==> src/rtl/pipeline_ctrl.sv <==
// Hazard and stall scheduler for the 5-stage pipeline: load-use bubbles, branch
// flushes, and whole-pipe freezes while UART transfers or multi-cycle FPU ops sit in EX.
module pipeline_ctrl #(
    parameter int FPU_LATENCY     = 3,
    parameter int STALL_CNT_WIDTH = 16
) (
    input  logic                       CLK,
    input  logic                       reset,
    input  logic [4:0]                 id_rs,
    input  logic [4:0]                 id_rt,
    input  logic                       id_uses_rt,
    input  logic                       ex_MemRead,
    input  logic [4:0]                 ex_dst,
    input  logic                       ex_UARTtoReg,
    input  logic                       ex_RegtoUART,
    input  logic                       ex_fpu_start,
    input  logic                       branch_taken,
    input  logic                       uart_rx_valid,
    input  logic                       uart_tx_ready,
    output logic                       pc_enable,
    output logic                       inst_enable,
    output logic                       id_ex_bubble,
    output logic                       flush_if_id,
    output logic                       ex_hold,
    output logic                       uart_rx_ack,
    output logic                       uart_tx_valid,
    output logic [1:0]                 state,
    output logic [STALL_CNT_WIDTH-1:0] stall_cycles
);

    typedef enum logic [1:0] {
        RUN       = 2'd0,
        UART_WAIT = 2'd1,
        FPU_WAIT  = 2'd2
    } state_t;

    localparam bit         FPU_MULTI     = (FPU_LATENCY > 1);
    localparam logic [3:0] FPU_HOLD_INIT = 4'(FPU_LATENCY - 1);

    state_t                     state_reg, state_next;
    logic [3:0]                 cnt_reg, cnt_next;
    logic                       wait_rx_reg, wait_rx_next;
    logic [STALL_CNT_WIDTH-1:0] stall_reg;

    logic rx_block, tx_block, load_use;

    // $0 is hardwired, so a load targeting it can never create a hazard.
    assign load_use = ex_MemRead && (ex_dst != 5'd0) &&
                      ((ex_dst == id_rs) || (id_uses_rt && (ex_dst == id_rt)));
    assign rx_block = ex_UARTtoReg && !uart_rx_valid;
    assign tx_block = ex_RegtoUART && !uart_tx_ready;

    always_ff @(posedge CLK) begin
        if (reset) begin
            state_reg   <= RUN;
            cnt_reg     <= 4'd0;
            wait_rx_reg <= 1'b0;
            stall_reg   <= '0;
        end else begin
            state_reg   <= state_next;
            cnt_reg     <= cnt_next;
            wait_rx_reg <= wait_rx_next;
            if (!pc_enable && (stall_reg != '1))
                stall_reg <= stall_reg + 1'b1;
        end
    end

    always_comb begin
        state_next    = state_reg;
        cnt_next      = cnt_reg;
        wait_rx_next  = wait_rx_reg;
        pc_enable     = 1'b1;
        inst_enable   = 1'b1;
        id_ex_bubble  = 1'b0;
        flush_if_id   = 1'b0;
        ex_hold       = 1'b0;
        uart_rx_ack   = 1'b0;
        uart_tx_valid = 1'b0;

        case (state_reg)
            RUN: begin
                if (rx_block || tx_block) begin
                    ex_hold      = 1'b1;
                    pc_enable    = 1'b0;
                    inst_enable  = 1'b0;
                    wait_rx_next = rx_block;
                    state_next   = UART_WAIT;
                end else begin
                    // Not blocked, so any requested transfer has a ready peer.
                    uart_rx_ack   = ex_UARTtoReg;
                    uart_tx_valid = ex_RegtoUART;
                    if (FPU_MULTI && ex_fpu_start) begin
                        ex_hold     = 1'b1;
                        pc_enable   = 1'b0;
                        inst_enable = 1'b0;
                        cnt_next    = FPU_HOLD_INIT;
                        state_next  = FPU_WAIT;
                    end else if (branch_taken) begin
                        flush_if_id  = 1'b1;
                        id_ex_bubble = 1'b1;
                    end else if (load_use) begin
                        pc_enable    = 1'b0;
                        inst_enable  = 1'b0;
                        id_ex_bubble = 1'b1;
                    end
                end
            end
            UART_WAIT: begin
                if (wait_rx_reg ? uart_rx_valid : uart_tx_ready) begin
                    uart_rx_ack   = wait_rx_reg;
                    uart_tx_valid = !wait_rx_reg;
                    state_next    = RUN;
                end else begin
                    ex_hold     = 1'b1;
                    pc_enable   = 1'b0;
                    inst_enable = 1'b0;
                end
            end
            FPU_WAIT: begin
                if (cnt_reg > 4'd1) begin
                    ex_hold     = 1'b1;
                    pc_enable   = 1'b0;
                    inst_enable = 1'b0;
                    cnt_next    = cnt_reg - 4'd1;
                end else begin
                    cnt_next   = 4'd0;
                    state_next = RUN;
                end
            end
            default: state_next = RUN;
        endcase

        // Reset squashes the front end and suppresses any pending handshake.
        if (reset) begin
            pc_enable     = 1'b0;
            inst_enable   = 1'b0;
            id_ex_bubble  = 1'b1;
            flush_if_id   = 1'b1;
            ex_hold       = 1'b0;
            uart_rx_ack   = 1'b0;
            uart_tx_valid = 1'b0;
        end
    end

    assign state        = state_reg;
    assign stall_cycles = stall_reg;

endmodule

==> config.mk <==
export PLATFORM = sky130hd
export DESIGN_NAME = pipeline_ctrl
export DESIGN_NICKNAME = d
export VERILOG_FILES = /design/src/rtl/pipeline_ctrl.sv
export SDC_FILE = /design/constraint.sdc
export NUM_CORES = 1
export LEC_CHECK = 0
export BUFFER_PORTS_ARGS = -buffer_cell sky130_fd_sc_hd__buf_2
export CAP_MARGIN = 20
export CORE_ASPECT_RATIO = 0.7
export CORE_UTILIZATION = 52
export CTS_BUF_LIST = sky130_fd_sc_hd__clkbuf_4
export CTS_CLUSTER_DIAMETER = 60
export DETAILED_ROUTE_END_ITERATION = 8
export GPL_ROUTABILITY_DRIVEN = 0
export PLACE_DENSITY_LB_ADDON = 0.3
export SETUP_SLACK_MARGIN = 0.15
export SLEW_MARGIN = 20
export SYNTH_ARGS = -nofsm -noshare
export SYNTH_HDL_FRONTEND = slang
export SYNTH_SLANG_ARGS = --single-unit
==> constraint.sdc <==
create_clock -name CLK -period 2.5 [get_ports CLK]
set_input_delay 0.25 -clock CLK [delete_from_list [all_inputs] [get_ports CLK]]
set_output_delay 0.25 -clock CLK [all_outputs]
set_load 0.05 [all_outputs]
* Yosys cells after proc, flatten, opt, wreduce, memory -nomap -nowiden *
Cells that the tools add are included.

operators by class
  $add $sub $neg = 2
  magnitude comparators = 1
  eq/ne operators = 10
  mux-type cells = 43
  reductions and logical operators = 18

operators by type and width
  operator                                                                         count
  1-bit 2-to-1 mux                                                                 30
  16-bit by 1-bit adder with 16-bit output, second input constant                  1
  16-bit != test, second input constant                                            1
  4-bit 2-to-1 mux                                                                 3
  5-bit equality test                                                              2
  2-bit 2-to-1 mux                                                                 4
  2-bit != test, second input constant                                             4
  4-bit one-hot mux with 2 select lines                                            1
  1-bit logical AND                                                                6
  1-bit one-hot mux with 3 select lines                                            2
  2-bit one-hot mux with 3 select lines                                            1
  3-bit AND reduction                                                              2
  5-bit nonzero test                                                               1
  4-bit by 1-bit greater-than comparator with 1-bit output, second input constant  1
  1-bit logical NOT                                                                4
  1-bit one-hot mux with 2 select lines                                            2
  4-bit by 1-bit subtractor with 4-bit output, second input constant               1
  3-bit != test, second input constant                                             1
  2-bit by 1-bit equality test with 1-bit output, second input constant            1
  2-bit equality test, second input constant                                       1
  2-bit logical NOT                                                                1
  1-bit logical OR                                                                 2
  2-bit AND reduction                                                              1
  2-bit nonzero test                                                               1

storage, ports and cells
  bits in registers = 23
  input bits = 25
  logic and storage cells = 78

* Depth between registers and ports, before layout *
  depth after elaboration = 12
  gate-level depth with buffers = 10
  gate-level depth less buffers = 8

* Worst setup path after synthesis *
Ideal clock, no wire load.

  path kind = register to output
  start = register state_reg[0], in the netlist state[0]
  end = output pc_enable
  arrival = 2,592 ps
  setup slack = -342 ps
  stages on the path, launching flop included = 7
  buffers on the path = 1
  cells stage by stage = dfxtp_1 clkinv_1 o311ai_1 a32o_2 nor2_1 nor2_1 buf_4

between the ends
  longest elaborated chain between the ends = 3
  elaborated cells on any way between the ends = 5
  those cells by class = eq/ne: 2; mux: 2; reduce/logical: 1

ends and longest elaborated chain
  element                                      line  text
  start: declaration                           40    state_t state_reg, state_next;
  start signal: assignment                     60    state_reg <= state_next;
  2-bit equality test (tied with other cells)  -
  1-bit one-hot mux with 3 select lines (*)    -
  1-bit 2-to-1 mux (*)                         -
  end: declaration                             20    output logic pc_enable,

Every way passes the cells marked *; elsewhere a longest branch is shown, timed or not.

* Final worst setup path *
  start = register cnt_reg[0]
  end = register stall_reg[5], in the netlist stall_cycles[5]

between the ends
  longest elaborated chain between the ends = 6

ends and longest elaborated chain
  element                                                   line  text
  start: declaration                                        41    logic [3:0] cnt_reg, cnt_next;
  start signal: assignment                                  61    cnt_reg <= cnt_next;
  4-bit by 1-bit greater-than comparator with 1-bit output  120   if (cnt_reg > 4'd1) begin
  1-bit 2-to-1 mux                                          120
  1-bit one-hot mux with 3 select lines                     80    case (state_reg)
  1-bit 2-to-1 mux                                          134   if (reset) begin
  1-bit logical NOT                                         63    if (!pc_enable && (stall_reg != '1))
  1-bit logical AND                                         63
  end signal: assignment                                    64    stall_reg <= stall_reg + 1'b1;
  end: declaration                                          43    logic [STALL_CNT_WIDTH-1:0] stall_reg;

Every way passes these cells.
A chain may end at the register's enable or synchronous reset.

==> results_dict.tcl <==
set metrics [dict create \
    route.detailed.drc 0 \
    ys_async_sr_fraction_pct 0 \
    power.density_nw_per_um2 499.0 \
    yosys_most_used_dff "dfxtp_1" \
    path_buf_inv 1 \
    die_area_um2 3060 \
    crit_cells 8 \
    grt_usage_pct 23.48 \
    insertion_delay_ns 0.32 \
    cts-htree-levels 1 \
    power_mw 0.9078 \
    min_period_ns 2.263 \
    ioPinCount 50 \
    wl_per_cell_um 12.87 \
    avgSynthCellArea_um2 7.981 \
    via_per_inst 5.678 \
    synth_edf_count 0 \
    slew_headroom_pct 62.20 \
    yosys.area.top_type "dfxtp_1" \
    ys_warn_count 0 \
    dpl.hpwl_um 2543 \
    largest_reg_flops 16 \
    dr.pass1.iters 4 \
    overflow 0 \
    end_kind "flip-flop" \
    synth.distinct_cells 46 \
    grt_max_degree 31 \
    clock_skew_ns 0.006793 \
    via_count 1533 \
    worstPathMaxFanout 22 \
    synthTopCellsByArea "dfxtp_1 31%, xnor2_1 5.9%, a21oi_1 5.8%, nor2_1 5.3%, or3_1 3.8%" \
    synth_most_common_cell "dfxtp_1" \
    clock_path_buffers 2 \
    clk_pin_slew_ns 0.12 \
    max_cap_viol_count 0 \
    status "finished, final reports clean" \
    synth_seq_cells 23 \
    syn-num-nets 213 \
    worstPathArrival_ns 2.52 \
    slowest_stage "or4_1" \
    portBuffers 49 \
    critical_path_class "reg2reg" \
    instances_no_fill 270 \
    timing.final.ws_setup_ns 0.2374 \
    dieWidth_um 65.69 \
    dieHeight_um 46.58 \
    p_leak_nw 0.7218 \
    syn_area_um2 1476 \
    max_stage_delay_ns 0.44 \
    area.growth.synth_to_final_pct 23.22 \
    crit_family "compound AO/OA/AOI/OAI gates" \
    rows 15 \
    syn_inst 185 \
    hold_depth 3 \
    core_um2 2571 \
    root_buffer "clkbuf_4" \
    fin_nets 265 \
    vdd_drop_max_uv 298.5 \
    insertedDiodeCount 0 \
    start_util_pct 57.42 \
    tns_ns 0 \
    finalSetupViolCount 0 \
    wl_um 3475 \
    antenna_found_initial 0 \
    cts.sinks 23 \
    placed_cells 265 \
    reg2reg_depth 8 \
    grt_pass1_wl_um 5382 \
    period_share_pct 90.51 \
    synth_top_area_share_pct 31.19 \
    detail-route-antenna-nets 0 \
    cp.required_ns 2.76 \
    slew_viol_final 0 \
    drive_above_1_share_pct 31.78 \
    synth.yosys.seq_area_share_pct 31.19 \
    cp-start-kind "flip-flop" \
    synth_common_cells "23 x dfxtp_1, 21 x nor2_1, 17 x a21oi_1" \
    rsz0062_at_grt "true" \
    path_cells "inv_1 > ha_1 > nor2_2 > o311ai_2 > a32o_2 > a211o_4 > or4_1 > a21oi_1" \
    dpl_worst_slack_ns 0.03079 \
    cts_tree "done" \
    drtIter0Drc 87 \
    max_freq_mhz 442.0 \
    numCtsBuffers 3 \
    hold_viol 0 \
    hold_path_class "in2reg" \
    tightestPinTransition_ns 0.5669 \
    grt_pass1_vias 1236 \
]
## timing repair
item / in CTS / in global routing
resized for setup: 3 / 5
buffers inserted: 0 / 1
pin swaps: 0 / 1
setup endpoints to repair: 10 / 10
hold buffers: 0 / 0
## cell usage in the layout, fill, tap and decap left out, types with 2 or more instances in the layout
| master | n |
|---|---|
| a211oi_1 | 4 |
| a21oi_1 | 17 |
| and4_1 | 2 |
| buf_2 | 47 |
| buf_4 | 5 |
| clkbuf_4 | 6 |
| dfxtp_1 | 21 |
| dfxtp_2 | 2 |
| ha_1 | 3 |
| inv_1 | 4 |
| mux2_2 | 2 |
| nand2_1 | 11 |
| nand3_1 | 10 |
| nand3b_1 | 2 |
| nand4_1 | 4 |
| nor2_1 | 18 |
| nor2_2 | 3 |
| nor2b_1 | 3 |
| nor3_1 | 7 |
| o21ai_0 | 5 |
| o21ai_1 | 6 |
| o31ai_1 | 5 |
| or2_2 | 2 |
| or3_1 | 9 |
| or4_1 | 4 |
| xnor2_1 | 10 |
| xor2_1 | 2 |
## through the flow
step | hold slack [ns] | cell area, um2 | utilization, %
floorplan | 0.4382 | 1485 | -
global placement | 0.4850 | 1754 | 68.22
detailed placement | 0.4865 | 1754 | 68.22
CTS | 0.2739 | 1794 | 69.78
global route | 0.3329 | 1819 | 70.75
finish | 0.2916 | 1819 | 70.75
## worst paths after layout
kind,end,slack [ns],start
max reg2reg,stall_cycles[5],0.24,cnt_reg[0]
max,stall_cycles[5],0.24,cnt_reg[0]
min,state[1],0.29,ex_fpu_start
min reg2reg,cnt_reg[0],0.48,cnt_reg[0]
## report_power, final
part           internal (mW)  switching, mW  leakage, nW  total (mW)
clock                 0.0735          0.111       0.0184       0.184
sequential             0.384         0.0238        0.187       0.407
combinational          0.111          0.205        0.516       0.316
total                  0.569          0.339        0.722       0.908
## layer usage
metal | global-route usage, % | part of all wire [%]
met2 | 35.71 | 43
met3 | 6.931 | 5.9
met5 | 0 | 0
met4 | 4.783 | 0.63
met1 | 32.79 | 51
## kinds of logic (layout without fill, tap and decap cells)
logic type	after synthesis	in the layout	share of synthesized area, %
DFF	23	23	31.19
buffers and inverters	12	63	4.575
muxes	3	3	2.203
adders and majority gates	3	3	2.543
AOI/OAI and AO/OA	49	49	20.76
and+or+nand+nor	83	83	31.61
xor gates and xnor gates	12	12	7.119
## tightest hold or removal path, stage by stage
cell and delay [ns]:
buf_2 0.14, a21oi_1 0.13, nor3_1 0.05
## final cells by class
cell class / count / area (um2)
clock buffers: 4 / 30.03
fillers: 238 / 752.0
inverters: 5 / 18.77
multi-input cells: 150 / 977.2
flip-flops and latches: 23 / 462.9
well taps: 34 / 42.54
repair buffers: 54 / 287.8
No activity file was read; power rests on OpenSTA's default activity.
